[src/rtl/f1_light_ctrl.sv]
`default_nettype none
// ============================================================================
// Module      : f1_light_ctrl
// Description : Start-lights sequencing controller for the reaction game.
//               The LFSR runs freely while the controller is idle. On
//               trigger, one LFSR sample is captured as the hold delay. The
//               lamps are then lit one per timebase tick, held for that many
//               ticks, and extinguished together with a one-cycle go pulse.
// Revision    : 1.0 - initial release
// ----------------------------------------------------------------------------
// Parameters
//   WIDTH   - width of the LFSR sample and of the hold delay counter
//   LIGHTS  - number of lamps (>= 2)
// Ports
//   clk     in   system clock
//   rst     in   asynchronous active-high reset
//   trigger in   round start request, level-sampled on the clock edge
//   tick    in   one-cycle timebase strobe from the prescaler
//   rnd     in   current LFSR value [WIDTH]
//   lfsr_en out  LIGHTS-free LFSR advance enable (high while idle)
//   lights  out  lamp drive [LIGHTS]; bit 0 is the first lamp lit
//   busy    out  high while a round is in progress
//   go      out  one-cycle pulse when the lamps extinguish
// Build options
//   F1_ABORT_EN - when defined, trigger during a round aborts it
// ============================================================================
module f1_light_ctrl #(
  parameter int WIDTH  = 7,
  parameter int LIGHTS = 8
) (
  input  logic              clk,
  input  logic              rst,
  input  logic              trigger,
  input  logic              tick,
  input  logic [WIDTH-1:0]  rnd,
  output logic              lfsr_en,
  output logic [LIGHTS-1:0] lights,
  output logic              busy,
  output logic              go
);

  typedef enum logic [1:0] {
    ST_IDLE = 2'd0,
    ST_FILL = 2'd1,
    ST_HOLD = 2'd2
  } state_t;

  localparam logic [LIGHTS-1:0] c_all_on   = {LIGHTS{1'b1}};
  localparam logic [LIGHTS-1:0] c_first_on = {{(LIGHTS-1){1'b0}}, 1'b1};
  localparam logic [WIDTH-1:0]  c_one      = {{(WIDTH-1){1'b0}}, 1'b1};

  state_t            r_state;
  logic [LIGHTS-1:0] r_lights;
  logic              r_busy;
  logic              r_go;
  logic [WIDTH-1:0]  r_count;

  state_t            w_state_nxt;
  logic [LIGHTS-1:0] w_lights_nxt;
  logic              w_busy_nxt;
  logic              w_go_nxt;
  logic [WIDTH-1:0]  w_count_nxt;
  logic [LIGHTS-1:0] w_shifted;

  // State and output registers
  always_ff @(posedge clk or posedge rst) begin
    if (rst) begin
      r_state  <= ST_IDLE;
      r_lights <= '0;
      r_busy   <= 1'b0;
      r_go     <= 1'b0;
      r_count  <= '0;
    end else begin
      r_state  <= w_state_nxt;
      r_lights <= w_lights_nxt;
      r_busy   <= w_busy_nxt;
      r_go     <= w_go_nxt;
      r_count  <= w_count_nxt;
    end
  end

  assign w_shifted = {r_lights[LIGHTS-2:0], 1'b1};

  // Next-state and next-output logic
  always_comb begin
    w_state_nxt  = r_state;
    w_lights_nxt = r_lights;
    w_busy_nxt   = r_busy;
    w_go_nxt     = 1'b0;
    w_count_nxt  = r_count;

    case (r_state)
      ST_IDLE: begin
        // A tick coinciding with the accepting trigger is deliberately not
        // counted: the first lamp is lit by the trigger itself.
        if (trigger) begin
          // A zero sample would make the hold phase last 2^WIDTH ticks
          // through wrap-around, so it is forced to the shortest delay.
          w_count_nxt  = (rnd == '0) ? c_one : rnd;
          w_lights_nxt = c_first_on;
          w_busy_nxt   = 1'b1;
          w_state_nxt  = ST_FILL;
        end
      end

      ST_FILL: begin
`ifdef F1_ABORT_EN
        if (trigger) begin
          w_lights_nxt = '0;
          w_busy_nxt   = 1'b0;
          w_state_nxt  = ST_IDLE;
        end else
`endif
        if (tick) begin
          w_lights_nxt = w_shifted;
          if (w_shifted == c_all_on) begin
            w_state_nxt = ST_HOLD;
          end
        end
      end

      ST_HOLD: begin
`ifdef F1_ABORT_EN
        if (trigger) begin
          w_lights_nxt = '0;
          w_busy_nxt   = 1'b0;
          w_state_nxt  = ST_IDLE;
        end else
`endif
        if (tick) begin
          if (r_count == c_one) begin
            w_lights_nxt = '0;
            w_go_nxt     = 1'b1;
            w_busy_nxt   = 1'b0;
            w_state_nxt  = ST_IDLE;
          end else begin
            w_count_nxt = r_count - c_one;
          end
        end
      end

      default: begin
        // Unused encoding: recover to idle with everything cleared.
        w_state_nxt  = ST_IDLE;
        w_lights_nxt = '0;
        w_busy_nxt   = 1'b0;
        w_go_nxt     = 1'b0;
        w_count_nxt  = '0;
      end
    endcase
  end

  assign lfsr_en = (r_state == ST_IDLE);
  assign lights  = r_lights;
  assign busy    = r_busy;
  assign go      = r_go;

endmodule
`default_nettype wire

[config.mk]
export PLATFORM = sky130hd
export DESIGN_NAME = f1_light_ctrl
export DESIGN_NICKNAME = d
export VERILOG_FILES = /design/src/rtl/f1_light_ctrl.sv
export SDC_FILE = /design/constraint.sdc
export NUM_CORES = 1
export LEC_CHECK = 0
export BUFFER_PORTS_ARGS = -buffer_cell sky130_fd_sc_hd__buf_4
export CAP_MARGIN = 10
export CORE_UTILIZATION = 44
export DETAILED_ROUTE_END_ITERATION = 7
export GPL_TIMING_DRIVEN = 0
export PLACE_DENSITY = 0.65
export SLEW_MARGIN = 20
export SYNTH_ARGS = -nofsm -noshare
export SYNTH_HDL_FRONTEND = slang
export SYNTH_SLANG_ARGS = --single-unit
[constraint.sdc]
create_clock -name clk -period 4.1 [get_ports clk]
set_input_delay 0.205 -clock clk [delete_from_list [all_inputs] [get_ports clk]]
set_output_delay 0.205 -clock clk [all_outputs]
set_load 0.03 [all_outputs]
==> results of run 1 <==
==> flip-flops by register name, indices dropped and copies added, names as in the netlist <==
signal and cells:
r_state 2, r_count 7, lights 8, busy 1, go 1
==> power groups by stage <==
stage          Sequential (mW)  Clock, mW  Combinational, mW
2_1_floorplan            0.415          0              0.370
3_3_place_gp             0.351          0              0.592
3_5_place_dp             0.355          0              0.594
4_1_cts                  0.351      0.100              0.597
5_1_grt                  0.366      0.107              0.660
6_report                 0.353      0.100              0.594
==> worst reg2reg max path, cell delays in order (launching register included) <==
cell,delay [ns]
dfrtp_1,0.41
inv_1,0.11
ha_1,0.15
nor4b_4,0.29
nand3_2,0.17
o211ai_4,0.41
mux2_4,0.34
==> how the worst max path moves through the flow <==
stage	slack (ns)	cells after the start	to	start
final	2.13	6	lights[0]	r_count[1]
after CTS	2.11	6	lights[0]	r_count[1]
after global placement	2.15	6	lights[0]	r_count[1]
after global routing	2.03	6	lights[0]	r_count[1]
after detailed placement	2.14	6	lights[0]	r_count[1]
after floorplan	2.33	6	lights[0]	r_count[1]
==> per-layer routing <==
metal / up-vias / track usage / routed length (um)
li1: 467 / - / -
met1: 468 / 0.319 / 1270
met2: 29 / 0.310 / 1060
met3: 4 / 0.0261 / 146
met4: 0 / 0.0789 / 25
met5: - / 0 / 0
==> stage by stage <==
stage | instance area, um^2 | instances | util
global placement | 1310 | 166 | 0.569
global route | 1330 | 170 | 0.580
detailed placement | 1310 | 166 | 0.569
floorplan | 1110 | 117 | -
finish | 1330 | 170 | 0.580
CTS | 1330 | 170 | 0.580
==> logic make-up (layout without fill, tap and decap cells) <==
| kind of cell | after synthesis | in the layout |
|---|---|---|
| AND/OR/NAND/NOR | 38 | 38 |
| AO/OA/AOI/OAI | 33 | 33 |
| flip-flops | 19 | 19 |
| XOR/XNOR | 1 | 1 |
| buffers and inverters | 15 | 40 |
| adder cells (fa/ha/maj) | 2 | 2 |
| multiplexers | 9 | 9 |
==> cells in the final DEF (no fill, tap or decap), drive strengths merged, types with 3 or more instances in the layout <==
cell and instances:
buf 23, clkbuf 5, inv 11, o21ai 6, dfrtp 19, nand3 3
nor2b 3, a21oi 8, nand2 10, nor2 11, mux2i 8, o2bb2ai 3
==> area by class of cell <==
type | count | area share
sequential | 19 | 0.357
timing repair buffer | 21 | 0.118
multi-input combinational | 83 | 0.434
tap | 28 | 0.0263
inverter | 12 | 0.0338
buffer | 3 | 0.0113
clock buffer | 4 | 0.0197
==> summary.txt, run 1 <==
STA
  • F_max: 0.508 GHz
  • Fin crit share: 0.480
  • Fin. max-slew vios: 0
  • Clock Skew: 0.00385 ns
  • Final setup slack of the worst path: 2.13 ns
  • Relative slew slack: 0.509
  • Worst hold slack: 0.0153 ns
  • Crit path time final: 1.97 ns
  • Final setup viols: 0
  • Worst slew pin tran: 0.736 ns
  • Final setup TNS: 0 ns
  • Fin. Hold Viols: 0
  • RSZ-0062 raised after global routing: false

Logic synthesis
  • Synth cell types: 40
  • Main synth FF type: dfrtp_1
  • Post-synthesis cell count: 117
  • Post-synth EDFFs: 0
  • Largest area contributor in the netlist: dfrtp_1
  • Synth warn: 0
  • Syn Nets: 130
  • Syn avg cell area: 9.52 um^2
  • XOR/XNOR Fraction of Synth Area: 0.00787
  • Area contributors post-synth: dfrtp_1, mux2i_1, inv_1, nor2_1, a21oi_1
  • Mux share of post-synthesis cell area: 0.0854
  • Post-synth top area share: 0.427
  • Largest family of logic cells by synthesized area: compound AO/OA/AOI/OAI gates
  • Mapped Area: 1110 um^2
  • Post-Synth Simple-Gate Area: 0.191
  • #FFs+latches synth: 19
  • Synth Area in Adders: 0.0225
  • Sequential element share of the synthesized area: 0.427
  • Count leader, synth: dfrtp_1
  • Ys async rst share: 1.00
  • Post-synth top cells: dfrtp_1, inv_1, nor2_1
  • Compound-Gate Fraction of Synth Area: 0.212

Setup path
  • Worst path top cell family by delay: simple AND/OR/NAND/NOR gates
  • Worst setup EP type: register
  • R2R Setup Slk: 2.13 ns
  • Critical Path Slowest Stage Cell: dfrtp_1
  • FF-to-FF path depth: 6
  • Critical setup path kind: reg -> reg
  • Worst Path Arrival: 2.17 ns
  • Worst r2r src: r_count[1]
  • Critical Path Fanout Max: 9
  • Setup crit start kind: register
  • Sequence of cells on the critical path: inv_1 -> ha_1 -> nor4b_4 -> nand3_2 -> o211ai_4 -> mux2_4
  • CP Buf/Inv Count: 1
  • Worst r2r dst: lights[0]
  • CP required: 4.30 ns
  • Crit-path max cell delay: 0.41 ns

Power and ir drop
  • Sw frac: 0.468
  • Total chip power: 1.05 mW
  • Pint: 0.558 mW
  • Net Sw Power: 0.490 mW
  • Part of the power in combinational logic: 0.567
  • Sequential Power Share: 0.337
  • Worst vdd ir: 0.000509 V
  • Pwr dens: 786 nW/um^2
  • Clk pwr share: 0.095
  • LEAKAGE: 0.661 nW

CTS
  • CTS max path bufs: 2
  • Postcts setup bufs: 0
  • H-tree depth: 1
  • Worst skew pair latency: 0.30 ns
  • Clock slew at reported path FFs: 0.12 ns
  • Num Clock Sinks: 19
  • CTS tree: yes
  • Hold buffers post-CTS: 0
  • Num CTS Buffers: 3
  • CTS resizes: 0
  • Clk root buf: clkbuf_4

Cells and area
  • Antenna fix cells: 0
  • FF+latch area: 475 um^2
  • Fraction of layout cells with a size suffix above 1: 0.246
  • Area of the multi-input gates: 578 um^2
  • Final nets: 156
  • Filler cell count: 208
  • Synth-to-layout area growth: 19.7%

Drt
  • Final WL: 2500 um
  • First-pass DRT Iterations: 4
  • DR DRC count: 0
  • WL per Instance: 14.7 um
  • Final ANT Viol Nets: 0
  • Initial DRC Count: 21
  • Via Count: 968
  • Via density: 5.69

GRT
  • Vias in the first global route: 894
  • Antenna violations before repair: 0
  • Global-route usage over all layers: 0.214
  • GRT Residual Overflow: 0
  • First-pass GRT wire length: 4240 um
  • Pin count of the biggest net entering global routing: 20

Floorplanning
  • Boundary Pins: 22
  • Die ar.: 2740 um^2
  • Row count: 17
  • Die height: 52.3 um
  • Starting Density: 0.485
  • Core Footprint: 2300 um^2
  • Die X: 52.3 um

Placed design
  • # port buffers: 21
  • Place WS: 2.14 ns
  • Gp weighted congestion: 0.835
  • DP HPWL: 1790 um

Worst hold path
  • Worst Hold Class: in -> async

Outcome
  • Status: finished, final reports clean

Run
  • Max cap viols: 0
No activity file was read; power rests on OpenSTA's default activity.
==> inputs of run 2 (changes only) <==
Clock period 4.1 ns to 2.02 ns, I/O delays scaled along.
==> run 2 against run 1 <==
Compared with the run above: utilization is 1.3 points higher; final area rose by 2.3%; register-to-register slack got worse by 2.0 ns; fmax rose by 6.3%; critical path type unchanged; routed wire length decreased by 0.20%; largest cell class unchanged; critical path depth is the same; non-clock buffer count grew 2; first-iteration DRC count is 48% higher; power up 110%; worst hold slack improved by 0.048 ns.
==> summary.txt, run 2 (same netlist as run 1, synthesis figures left out) <==
GRT
  • Antenna violations before repair: 0 (unchanged)
  • GRT Residual Overflow: 0 (unchanged)
  • Vias in the first global route: 894 (unchanged)
  • Pin count of the biggest net entering global routing: 20 (unchanged)
  • Global-route usage over all layers: 0.214 (unchanged)
  • First-pass GRT wire length: 4240 um (unchanged)

Placed design
  • Placed insts: 166 (unchanged)
  • Placed instance area: 1310 um^2 (unchanged)
  • DP HPWL: 1790 um (unchanged)
  • Gp weighted congestion: 0.835 (unchanged)
  • # port buffers: 21 (unchanged)

STA
  • Worst slew pin tran: 0.744 ns (+0.00713 ns)
  • Fin crit share: 0.917 (+0.437)
  • Relative slew slack: 0.504 (-0.00476)
  • Crit path time final: 1.85 ns (-0.117 ns)
  • Clock Skew: 0.00139 ns (-0.00246 ns)
  • Fin. max-slew vios: 0 (unchanged)
  • Fin. Hold Viols: 0 (unchanged)
  • Final setup TNS: 0 ns (unchanged)
  • RSZ-0062 raised after global routing: false
  • F_max: 0.540 GHz (+6.3%)
  • Final setup viols: 0 (unchanged)

Setup path
  • Sequence of cells on the critical path: inv_1 -> ha_1 -> nor4b_4 -> nand3_2 -> o211ai_4 -> mux2_4
  • R2R Setup Slk: 0.17 ns (-1.96 ns)
  • Worst setup EP type: register
  • Critical Path Fanout Max: 4 (-5)
  • CP required: 2.22 ns (-2.08 ns)
  • Setup crit start kind: register
  • Worst Path Arrival: 2.06 ns (-0.11 ns)
  • Critical setup path kind: reg -> reg
  • Crit-path max cell delay: 0.41 ns (about the same)
  • Critical Path Slowest Stage Cell: dfrtp_1

Cells and area
  • Filler cell count: 206 (-0.96%)
  • Final nets: 158 (+1.3%)
  • Most common cell after layout, fill and taps aside: buf_4
  • Fraction of layout cells with a size suffix above 1: 0.250 (+0.00352)
  • Non-filler cells, final: 172 (+1.2%)
  • Most frequent cells in the layout: buf_4, dfrtp_1, inv_1, nor2_1, nand2_1
  • Synth-to-layout area growth: 22.4%
  • Final cell utilization of the core: 0.593 (+0.0131)
  • Antenna fix cells: 0 (unchanged)
  • FF+latch area: 475 um^2 (unchanged)
  • Area of the multi-input gates: 578 um^2 (unchanged)
  • Fin area: 1360 um^2 (+2.3%)
  • Largest register FFs: 8 (unchanged)

CTS
  • H-tree depth: 1 (unchanged)
  • Clock slew at reported path FFs: 0.12 ns (about the same)
  • Num CTS Buffers: 3 (unchanged)
  • CTS resizes: 0 (unchanged)
  • CTS tree: yes
  • Clk root buf: clkbuf_4
  • Num Clock Sinks: 19 (unchanged)
  • Worst skew pair latency: 0.30 ns (about the same)
  • CTS max path bufs: 2 (unchanged)

Floorplanning
  • Die ar.: 2740 um^2 (unchanged)
  • Die X: 52.3 um (unchanged)
  • Boundary Pins: 22 (unchanged)
  • Starting Density: 0.485 (unchanged)
  • Die height: 52.3 um (unchanged)
  • Core Footprint: 2300 um^2 (unchanged)
  • Row count: 17 (unchanged)

Run
  • Max cap viols: 0 (unchanged)

Drt
  • Initial DRC Count: 31 (+48%)
  • First-pass DRT Iterations: 4 (unchanged)
  • Via density: 5.66 (-0.55%)
  • Final ANT Viol Nets: 0 (unchanged)
  • WL per Instance: 14.5 um (-1.4%)
  • Final WL: 2490 um (-0.20%)
  • DR DRC count: 0 (unchanged)
  • Via Count: 974 (+0.62%)

Power and ir drop
  • Sw frac: 0.462 (-0.00608)
  • LEAKAGE: 0.675 nW (+2.0%)
  • Clk pwr share: 0.095 (about the same)
  • Pint: 1.17 mW (+110%)
  • Part of the power in combinational logic: 0.576 (+0.009)
  • Total chip power: 2.17 mW (+110%)
  • Sequential Power Share: 0.330 (-0.007)
  • Net Sw Power: 1.00 mW (+100%)
  • Worst vdd ir: 0.00103 V (+100%)
  • Pwr dens: 1590 nW/um^2 (+100%)

Outcome
  • Status: finished, final reports clean

Worst hold path
  • Worst Hold Class: in -> reg
## run 2: cell count changes in the layout (fill, tap and decap cells not counted), sizes merged
cell,before,now
buf,23,24
dlygate4sd3,0,1
## run 2: area by class of cell
class / count / share of cell area
plain buffers: 3 / 0.0110
clock buffers: 4 / 0.0193
multi-input cells: 83 / 0.424
repair buffers: 23 / 0.138
well taps: 28 / 0.0257
inverters: 12 / 0.0331
flip-flops and latches: 19 / 0.349
## run 2: power by group through the flow
stage,logic (mW),clock network (mW),registers (mW)
after CTS,1.21,0.204,0.712
after global placement,1.20,0,0.713
final,1.25,0.206,0.716
after floorplan,0.751,0,0.843
after detailed placement,1.21,0,0.720
after global routing,1.39,0.217,0.743
## run 2: through the flow
stage	hold WS (ns)	setup slack (ns)
2_1_floorplan	0.0521	0.249
5_1_grt	0.0718	0.0567
3_3_place_gp	0.285	0.0653
3_5_place_dp	0.277	0.0598
6_report	0.0636	0.167
4_1_cts	0.0709	0.0347
## run 2: layer usage
metal / up-vias / routed length [um] / GRT usage
li1: 471 / - / -
met1: 468 / 1260 / 0.319
met5: - / 0 / 0
met2: 31 / 1070 / 0.310
met4: 0 / 25 / 0.0789
met3: 4 / 134 / 0.0261
## run 2: worst max-delay path: cells and delay by family (launching register included)
kind | cells | cell delay (ns)
multiplexers | 1 | 0.32
adder cells (fa/ha/maj) | 1 | 0.15
buffers and inverters | 1 | 0.11
flip-flops | 1 | 0.41
AO/OA/AOI/OAI | 1 | 0.29
AND/OR/NAND/NOR | 2 | 0.48
## run 2: final timing paths
kind,from,end,depth (start not counted)
worst max-delay path,r_count[1],lights[0],6
worst min-delay path,trigger,r_state[0],3
worst max register to register,r_count[1],lights[0],6
worst min register to register,lights[7],lights[7],2
max in group asynchronous,rst,lights[6],3
min in group asynchronous,rst,lights[2],3
## run 2: timing repair
action,CTS,global route
endpoints found under the hold margin,19,0
buffers inserted,0,1
hold buffers,1,0
endpoints found under the setup margin,0,1
